## src/rtl/vga_frame_capture.sv

```systemverilog
// vga_frame_capture: receive side of the VGA output. Recovers pixel coordinates from the
// HS/VS/RGB332 stream, emits one write strobe per visible pixel and flags line/frame
// timing that disagrees with the configured mode.
module vga_frame_capture #(
    parameter int unsigned H_VISIBLE = 640,
    parameter int unsigned H_BACK    = 48,
    parameter int unsigned H_TOTAL   = 800,
    parameter int unsigned V_VISIBLE = 480,
    parameter int unsigned V_BACK    = 33,
    parameter int unsigned V_TOTAL   = 525,
    parameter bit          SYNC_POL  = 1'b0
) (
    input  logic       Clk,
    input  logic       Reset_n,
    input  logic       PixEn,
    input  logic [2:0] Red,
    input  logic [2:0] Green,
    input  logic [1:0] Blue,
    input  logic       HS,
    input  logic       VS,
    input  logic       ClrErr,
    output logic       PixValid,
    output logic [9:0] PixX,
    output logic [8:0] PixY,
    output logic [7:0] PixData,
    output logic       FrameDone,
    output logic       Locked,
    output logic [7:0] FrameCount,
    output logic       LineErr,
    output logic       FrameErr
);

    localparam logic [0:0] StWaitVs = 1'b0;
    localparam logic [0:0] StActive = 1'b1;

    localparam logic [10:0] HBeg  = 11'(H_BACK);
    localparam logic [10:0] HEnd  = 11'(H_BACK + H_VISIBLE);
    localparam logic [11:0] HTot  = 12'(H_TOTAL);
    localparam logic [9:0]  VBeg  = 10'(V_BACK);
    localparam logic [9:0]  VEnd  = 10'(V_BACK + V_VISIBLE);
    localparam logic [10:0] VTot  = 11'(V_TOTAL);
    localparam logic [9:0]  XLast = 10'(H_VISIBLE - 1);
    localparam logic [8:0]  YLast = 9'(V_VISIBLE - 1);

    logic [0:0]  state_q, state_d;
    logic        hs_prev_q, hs_prev_d;
    logic        vs_prev_q, vs_prev_d;
    logic [10:0] hcnt_q, hcnt_d;
    logic [9:0]  lcnt_q, lcnt_d;
    logic [9:0]  edges_q, edges_d;
    logic        hvalid_q, hvalid_d;
    logic        pix_valid_q, pix_valid_d;
    logic [9:0]  pix_x_q, pix_x_d;
    logic [8:0]  pix_y_q, pix_y_d;
    logic [7:0]  pix_data_q, pix_data_d;
    logic        frame_done_q, frame_done_d;
    logic [7:0]  frame_count_q, frame_count_d;
    logic        line_err_q, line_err_d;
    logic        frame_err_q, frame_err_d;

    logic        hs_tr, vs_tr, visible, line_err_set, frame_err_set;
    logic [10:0] edges_sum;
    logic [9:0]  x_off;
    logic [8:0]  y_off;

    // Edge detection, position counters, lock FSM, timing checks and pixel outputs
    always_comb begin
        state_d       = state_q;
        hs_prev_d     = hs_prev_q;
        vs_prev_d     = vs_prev_q;
        hcnt_d        = hcnt_q;
        lcnt_d        = lcnt_q;
        edges_d       = edges_q;
        hvalid_d      = hvalid_q;
        pix_valid_d   = 1'b0;
        pix_x_d       = pix_x_q;
        pix_y_d       = pix_y_q;
        pix_data_d    = pix_data_q;
        frame_done_d  = 1'b0;
        frame_count_d = frame_count_q;
        line_err_set  = 1'b0;
        frame_err_set = 1'b0;

        // Trailing edge: inactive now, active on the previous enabled sample
        hs_tr = PixEn && (HS != SYNC_POL) && (hs_prev_q == SYNC_POL);
        vs_tr = PixEn && (VS != SYNC_POL) && (vs_prev_q == SYNC_POL);

        // Includes an HS edge landing on the same sample as the VS edge
        edges_sum = {1'b0, edges_q} + {10'd0, hs_tr};

        if (PixEn) begin
            hs_prev_d = HS;
            vs_prev_d = VS;

            if (hs_tr) begin
                hcnt_d = 11'd0;
            end else if (hcnt_q != 11'h7FF) begin
                hcnt_d = hcnt_q + 11'd1;
            end

            if (vs_tr) begin
                lcnt_d = 10'd0;
            end else if (hs_tr && (lcnt_q != 10'h3FF)) begin
                lcnt_d = lcnt_q + 10'd1;
            end
        end

        // Position checks use the counters after this sample's update
        visible = (hcnt_d >= HBeg) && (hcnt_d < HEnd) && (lcnt_d >= VBeg) && (lcnt_d < VEnd);
        x_off   = 10'(hcnt_d - HBeg);
        y_off   = 9'(lcnt_d - VBeg);

        if (PixEn) begin
            if (state_q == StWaitVs) begin
                if (vs_tr) begin
                    state_d  = StActive;
                    edges_d  = 10'd0;
                    hvalid_d = 1'b0;
                end
            end else begin
                if (hs_tr) begin
                    hvalid_d = 1'b1;
                    if (hvalid_q && (({1'b0, hcnt_q} + 12'd1) != HTot)) begin
                        line_err_set = 1'b1;
                    end
                end

                if (vs_tr) begin
                    frame_count_d = frame_count_q + 8'd1;
                    frame_err_set = (edges_sum != VTot);
                    edges_d       = 10'd0;
                end else begin
                    edges_d = edges_sum[10] ? 10'h3FF : edges_sum[9:0];
                end

                if (visible) begin
                    pix_valid_d  = 1'b1;
                    pix_x_d      = x_off;
                    pix_y_d      = y_off;
                    pix_data_d   = {Red, Green, Blue};
                    frame_done_d = (x_off == XLast) && (y_off == YLast);
                end
            end
        end

        // A fresh error outranks a clear in the same cycle
        line_err_d  = line_err_set || (line_err_q && !ClrErr);
        frame_err_d = frame_err_set || (frame_err_q && !ClrErr);
    end

    // State registers with synchronous active-low reset
    always_ff @(posedge Clk) begin
        if (!Reset_n) begin
            state_q       <= StWaitVs;
            hs_prev_q     <= ~SYNC_POL;
            vs_prev_q     <= ~SYNC_POL;
            hcnt_q        <= 11'd0;
            lcnt_q        <= 10'd0;
            edges_q       <= 10'd0;
            hvalid_q      <= 1'b0;
            pix_valid_q   <= 1'b0;
            pix_x_q       <= 10'd0;
            pix_y_q       <= 9'd0;
            pix_data_q    <= 8'd0;
            frame_done_q  <= 1'b0;
            frame_count_q <= 8'd0;
            line_err_q    <= 1'b0;
            frame_err_q   <= 1'b0;
        end else begin
            state_q       <= state_d;
            hs_prev_q     <= hs_prev_d;
            vs_prev_q     <= vs_prev_d;
            hcnt_q        <= hcnt_d;
            lcnt_q        <= lcnt_d;
            edges_q       <= edges_d;
            hvalid_q      <= hvalid_d;
            pix_valid_q   <= pix_valid_d;
            pix_x_q       <= pix_x_d;
            pix_y_q       <= pix_y_d;
            pix_data_q    <= pix_data_d;
            frame_done_q  <= frame_done_d;
            frame_count_q <= frame_count_d;
            line_err_q    <= line_err_d;
            frame_err_q   <= frame_err_d;
        end
    end

    assign PixValid   = pix_valid_q;
    assign PixX       = pix_x_q;
    assign PixY       = pix_y_q;
    assign PixData    = pix_data_q;
    assign FrameDone  = frame_done_q;
    assign Locked     = (state_q == StActive);
    assign FrameCount = frame_count_q;
    assign LineErr    = line_err_q;
    assign FrameErr   = frame_err_q;

endmodule

```

## config.mk

```make
export PLATFORM = sky130hd
export DESIGN_NAME = vga_frame_capture
export DESIGN_NICKNAME = d
export VERILOG_FILES = /design/src/rtl/vga_frame_capture.sv
export SDC_FILE = /design/constraint.sdc
export NUM_CORES = 1
export LEC_CHECK = 0
export CORE_UTILIZATION = 40
export CTS_BUF_LIST = sky130_fd_sc_hd__clkbuf_4 sky130_fd_sc_hd__clkbuf_8
export DETAILED_ROUTE_END_ITERATION = 7
export GPL_TIMING_DRIVEN = 1
export MAX_ROUTING_LAYER = met4
export PLACE_DENSITY_LB_ADDON = 0.3
export SYNTH_ARGS = -nofsm -noshare
export SYNTH_HDL_FRONTEND = slang
export SYNTH_SLANG_ARGS = --single-unit
export TNS_END_PERCENT = 50
```

## constraint.sdc

```tcl
create_clock -name Clk -period 4.2 [get_ports Clk]
set_clock_uncertainty 0.15 [all_clocks]
set_input_delay 0.84 -clock Clk [delete_from_list [all_inputs] [get_ports Clk]]
set_output_delay 0.84 -clock Clk [all_outputs]
set_load 0.01 [all_outputs]
```

== Yosys cells after proc, flatten, opt, wreduce, memory -nomap -nowiden ==
Cells that the tools add are included.

* Equal/unequal tests: 7
* Reductions and logical operators: 22
* Bitwise gates (word level): 2
* Add/sub/neg operators: 7
* Magnitude comparators: 4
* Mux-type cells: 23

{| class="wikitable"
|+ Operator list
! cell !! number
|-
| $mux W10 || 7
|-
| $mux W11 || 3
|-
| $mux W1 || 13
|-
| $add A11 B1 Y12 const B || 1
|-
| $logic_and A1 B1 Y1 || 12
|-
| $ne A12 B10 Y1 const B || 1
|-
| $reduce_and A3 Y1 || 4
|-
| $add A10 B1 Y11 || 1
|-
| $add A11 B1 Y11 const B || 1
|-
| $ge A11 B6 Y1 const B || 1
|-
| $lt A11 B10 Y1 const B || 1
|-
| $ne A11 B10 Y1 const B || 1
|-
| $ne A11 B11 Y1 const B || 1
|-
| $add A10 B1 Y10 const B || 1
|-
| $eq A10 B10 Y1 const B || 1
|-
| $ge A10 B6 Y1 const B || 1
|-
| $lt A10 B10 Y1 const B || 1
|-
| $ne A10 B10 Y1 const B || 1
|-
| $sub A10 B6 Y10 const B || 1
|-
| $eq A9 B9 Y1 const B || 1
|-
| $sub A9 B6 Y9 const B || 1
|-
| $add A8 B1 Y8 const B || 1
|-
| $reduce_and A4 Y1 || 1
|-
| $logic_or A1 B1 Y1 || 2
|-
| 5 further kinds || 6
|}

* Output and inout bits: 40
* Bits in registers: 74
* Logic and storage cells: 80
* Bits of input ports: 14

== Depth between registers and ports, before layout ==
* Word-level depth: 10
* Depth in mapped cells: 14
* Depth with buffers taken out: 12

== Least setup slack after synthesis ==
No wires, ideal clock.

* Path type: input-to-reg
* Start point: in PixEn
* End point: reg pix_y_q[0], in the netlist PixY[0]
* Setup time: 0.079 ns
* Arrival time: 3.164 ns
* Buffers on the path: 2
* Slack: 0.806 ns
* Data required time: 3.971 ns
* Stages on the path: 14
* Path through: nand3b_2 inv_2 o31ai_2 xnor2_1 and2_1 clkbuf_1 inv_1 ha_1 nor4b_1 o2111ai_1 o2bb2ai_2 buf_2 a21oi_1 a211oi_2

* Elaborated cells between the ends (all ways): 19
* Classes of those cells: 1 x add/sub; 4 x order compare; 5 x mux; 9 x reduce/logical

{| class="wikitable"
|+ RTL lines
! element !! line !! RTL
|-
| start, declared || 15 || <nowiki>input logic PixEn,</nowiki>
|-
| $logic_and A1 B1 Y1 (2 in series) || 85 || <nowiki>hs_tr = PixEn && (HS != SYNC_POL) && (hs_prev_q == SYNC_POL);</nowiki>
|-
| $logic_and A1 B1 Y1 || 103 || <nowiki>end else if (hs_tr && (lcnt_q != 10'h3FF)) begin</nowiki>
|-
| $mux W10 || 103 ||
|-
| $mux W10 || 101 || <nowiki>if (vs_tr) begin</nowiki>
|-
| $mux W10 * || 91 || <nowiki>if (PixEn) begin</nowiki>
|-
| named net lcnt_d[0] || 49 || <nowiki>logic [9:0] lcnt_q, lcnt_d;</nowiki>
|-
| $sub A9 B6 Y9 * || 111 || <nowiki>y_off = 9'(lcnt_d - VBeg);</nowiki>
|-
| named net y_off[0] || 64 || <nowiki>logic [8:0] y_off;</nowiki>
|-
| end signal, assigned || 179 || <nowiki>pix_y_q <= pix_y_d;</nowiki>
|-
| end, declared || 54 || <nowiki>logic [8:0] pix_y_q, pix_y_d;</nowiki>
|}

The timed path passes the listed nets; every way through them passes the cells marked *.
A chain may end at the register's enable or synchronous reset.

== Final worst setup path ==
* Start point: in PixEn
* End point: reg pix_y_q[7], in the netlist PixY[7]

* Elaborated cells between the ends (all ways): 19
* Classes of those cells: 1 x add/sub; 4 x order compare; 5 x mux; 9 x reduce/logical

{| class="wikitable"
|+ RTL lines
! element !! line !! RTL
|-
| $logic_and A1 B1 Y1 (2 in series) || 85 ||
|-
| $mux W11 || 95 || <nowiki>if (hs_tr) begin</nowiki>
|-
| $mux W11 * || 91 ||
|-
| named net hcnt_d[5] || 48 || <nowiki>logic [10:0] hcnt_q, hcnt_d;</nowiki>
|-
| $ge A11 B6 Y1 / $lt A11 B10 Y1 (equally long branches) || 109 || <nowiki>visible = (hcnt_d >= HBeg) && (hcnt_d < HEnd) && (lcnt_d >= VBeg) && (lcnt_d < VEnd);</nowiki>
|-
| $logic_and A1 B1 Y1 * (3 in series) || 109 ||
|-
| $reduce_and A3 Y1 (no line) * || - ||
|}

Marked as above.

==> impl_metrics.json <==
{
  "status": "finished clean",
  "row_count": 37,
  "synth_top_area_frac": 0.347,
  "numCtsBuffers": 9,
  "crit_required_ns": 4.31,
  "ios": 54,
  "place_congestion": 0.907,
  "num_vias": 4065,
  "rsz0062_at_grt": "no",
  "hold_class": "flip-flop to flip-flop",
  "worstSetupPathType": "input pin to flip-flop",
  "core_um2": 10300,
  "dieArea_um2": 11100,
  "worstReg2RegStart": "hcnt_q[0]$_SDFF_PN0_",
  "power_frac_comb": 0.053,
  "area_growth_pct": 21.3,
  "critPathBufInv": 2,
  "p_int_mw": 1.08,
  "insertion_delay_ns": 0.35,
  "worstSetupStartpoint": "PixEn",
  "fin_cells": 700,
  "grt-ovfl-total": 0,
  "timing.slew.headroom": 0.385,
  "port_buffers": 53,
  "power.switching_mw": 0.319,
  "cp-end-kind": "flip-flop",
  "n_fill_cell": 976,
  "max_stage_delay_ns": 0.79,
  "clock_sinks": 74,
  "viasPerCell": 5.81,
  "die_y_um": 105,
  "max_slew.worst_pin.slew_ns": 0.923,
  "ys_seq_area_frac": 0.347,
  "wl_per_cell_um": 16.8,
  "whs_ns": 0.316,
  "cts_root_buffer": "clkbuf_8",
  "power_density_nw_per_um2": 271,
  "htreeDepth": 3,
  "dieWidth_um": 105,
  "routed_wl_um": 11700,
  "cp_top_family": "compound AO/OA/AOI/OAI gates",
  "track_usage": 0.226,
  "path_cells": "clkdlybuf4s50_1 > buf_4 > nand4_1 > o21bai_1 > o21ai_0 > nor2_1 > ha_1 > nor3b_1 > a311oi_2 > o32ai_4 > a21oi_1 > a211oi_1",
  "layout.nets": 583,
  "dr.pass1.iters": 5,
  "first_global_vias": 3818,
  "cts_tree": "done",
  "worstPathMaxFanout": 24,
  "synth_flop_cell": "dfxtp_1",
  "antenna_left": 0,
  "cp-start-kind": "input pin",
  "grt_pass1_wl_um": 19600,
  "yosys-top-cells-area": "dfxtp_1 (35%), a21oi_1 (4.8%), o21ai_0 (4.5%), nor2_1 (4.0%), nand3_1 (3.9%)",
  "setup_tns_ns": 0,
  "initial_core_util": 0.413,
  "p_leak_nw": 1.84,
  "synth-async-reset-ratio": 0,
  "synth-seq-cells": 74,
  "drive_above_1_share": 0.142,
  "switching_share": 0.228,
  "hold_viol": 0,
  "hpwl_um": 8520,
  "syn_inst": 506,
  "fin_crit_sh": 0.934,
  "clk_pin_slew_ns": 0.08,
  "netlist_area_um2": 4260,
  "p_seq_frac": 0.506,
  "synth_edf_count": 0,
  "maxSlewViolCount": 0,
  "syn_nets": 530,
  "yosys.cell_types.count": 83,
  "antenna_cells": 0,
  "yosys_warnings": 0,
  "setup_viol": 0,
  "max_cap_violations": 0,
  "drt-initial-drc-count": 251,
  "synthTopCellsByCount": "dfxtp_1 (74), nor2_1 (46), a21oi_1 (41)",
  "cts_buffer_depth": 2,
  "p_total_mw": 1.40,
  "slowest_stage": "o32ai_4",
  "min_from": "edges_q[0]$_SDFFE_PN0P_",
  "peakVddDrop_mv": 0.164,
  "post_synth.cell_area_avg_um2": 8.43,
  "max_freq_ghz": 0.255,
  "synth_top_area_cell": "dfxtp_1",
  "crit_arrival_ns": 4.04,
  "placedCellCount": 684,
  "route.detailed.drc": 0,
  "yosysMostFrequentCell": "dfxtp_1",
  "p_clk_frac": 0.441,
  "antenna_found_initial": 0,
  "layout_min_cycle_time_ns": 3.92,
  "grt_start_max_net_pins": 25
}
[repair_timing]
action | CTS | global route
hold buffers | 0 | 0
hold endpoints to repair | 0 | 0
buffers inserted | 0 | 0
gates resized for setup | 0 | 1
endpoints found under the setup margin | 0 | 5
[metrics by stage]
stage           util  cell area [um^2]  setup slack [ns]
2_1_floorplan      -              4260             0.806
3_3_place_gp   0.479              4940            0.0435
3_5_place_dp   0.479              4940            -0.105
4_1_cts        0.500              5160             0.236
5_1_grt        0.501              5170            0.0165
6_report       0.501              5170             0.277
[logic make-up (layout without fill, tap and decap cells)]
| kind of cell | count (synthesis) | count (layout) | synth area share |
|---|---|---|---|
| compound gates | 146 | 146 | 0.243 |
| xor+xnor | 22 | 22 | 0.0452 |
| fa+ha+maj | 10 | 10 | 0.0293 |
| buf+inv | 41 | 99 | 0.0511 |
| flops | 74 | 74 | 0.347 |
| mux | 6 | 6 | 0.0156 |
| simple gates | 207 | 207 | 0.269 |
[per-layer routing]
metal | vias up | track usage | wire, um
met5 | - | - | 0
met4 | 0 | 0.0694 | 177
met3 | 16 | 0.0353 | 476
met2 | 90 | 0.348 | 5460
met1 | 1975 | 0.305 | 5630
li1 | 1984 | - | -
[cells in the final DEF (no fill, tap or decap), types with 3 or more instances in the layout]
cell type / count
o211ai_1: 5
nand3_1: 33
and4_1: 5
and2_1: 5
and3_1: 15
nand3b_1: 3
clkbuf_8: 9
nor2_1: 46
a31oi_1: 10
a21o_1: 4
nor4_1: 5
buf_4: 22
nor3_1: 25
xnor2_1: 11
dfxtp_1: 74
o21ai_0: 38
clkdlybuf4s50_1: 53
o21ai_1: 4
a211oi_1: 6
a211oi_2: 4
nand4_1: 10
ha_1: 10
o21a_1: 3
inv_1: 6
a21oi_1: 41
xor2_1: 11
mux2i_1: 3
nand2_1: 29
nor2b_1: 3
[cell type report]
type                       instances  area [um^2]  share of cell area
clock inverter                     5         78.8              0.0152
clock buffer                      11          139              0.0269
sequential                        74         1480               0.286
tap                              136          170              0.0329
timing repair buffer              75          696               0.134
multi-input combinational        391         2580               0.498
inverter                           8         30.0             0.00581
[final timing paths]
kind	slack, ns	depth (start not counted)	to
setup / recovery	0.28	12	PixY[7]$_SDFFE_PN0P_
hold / removal	0.32	2	edges_q[0]$_SDFFE_PN0P_
setup reg to reg	0.42	11	PixY[7]$_SDFFE_PN0P_
hold reg to reg	0.32	2	edges_q[0]$_SDFFE_PN0P_
[sequential cells by signal, summed over array words and instances (netlist names)]
name,count
hcnt_q,11
PixX,10
edges_q,10
lcnt_q,10
PixY,9
FrameCount,8
PixData,8
FrameDone,1
FrameErr,1
LineErr,1
Locked,1
PixValid,1
hs_prev_q,1
hvalid_q,1
vs_prev_q,1
[power groups by stage]
stage	Clock, mW	Combinational, mW	Sequential, mW
after floorplan	0	0.0410	0.724
after global placement	0	0.0734	0.726
after detailed placement	0	0.0738	0.726
after CTS	0.629	0.0743	0.709
after global routing	0.658	0.0809	0.710
final	0.618	0.0744	0.710
[worst min-delay path, cell delays in order, from the launching register on]
cell and delay, ns:
dfxtp_1 0.32, nand2_1 0.06, a21oi_1 0.05
No activity file was read; power rests on OpenSTA's default activity.
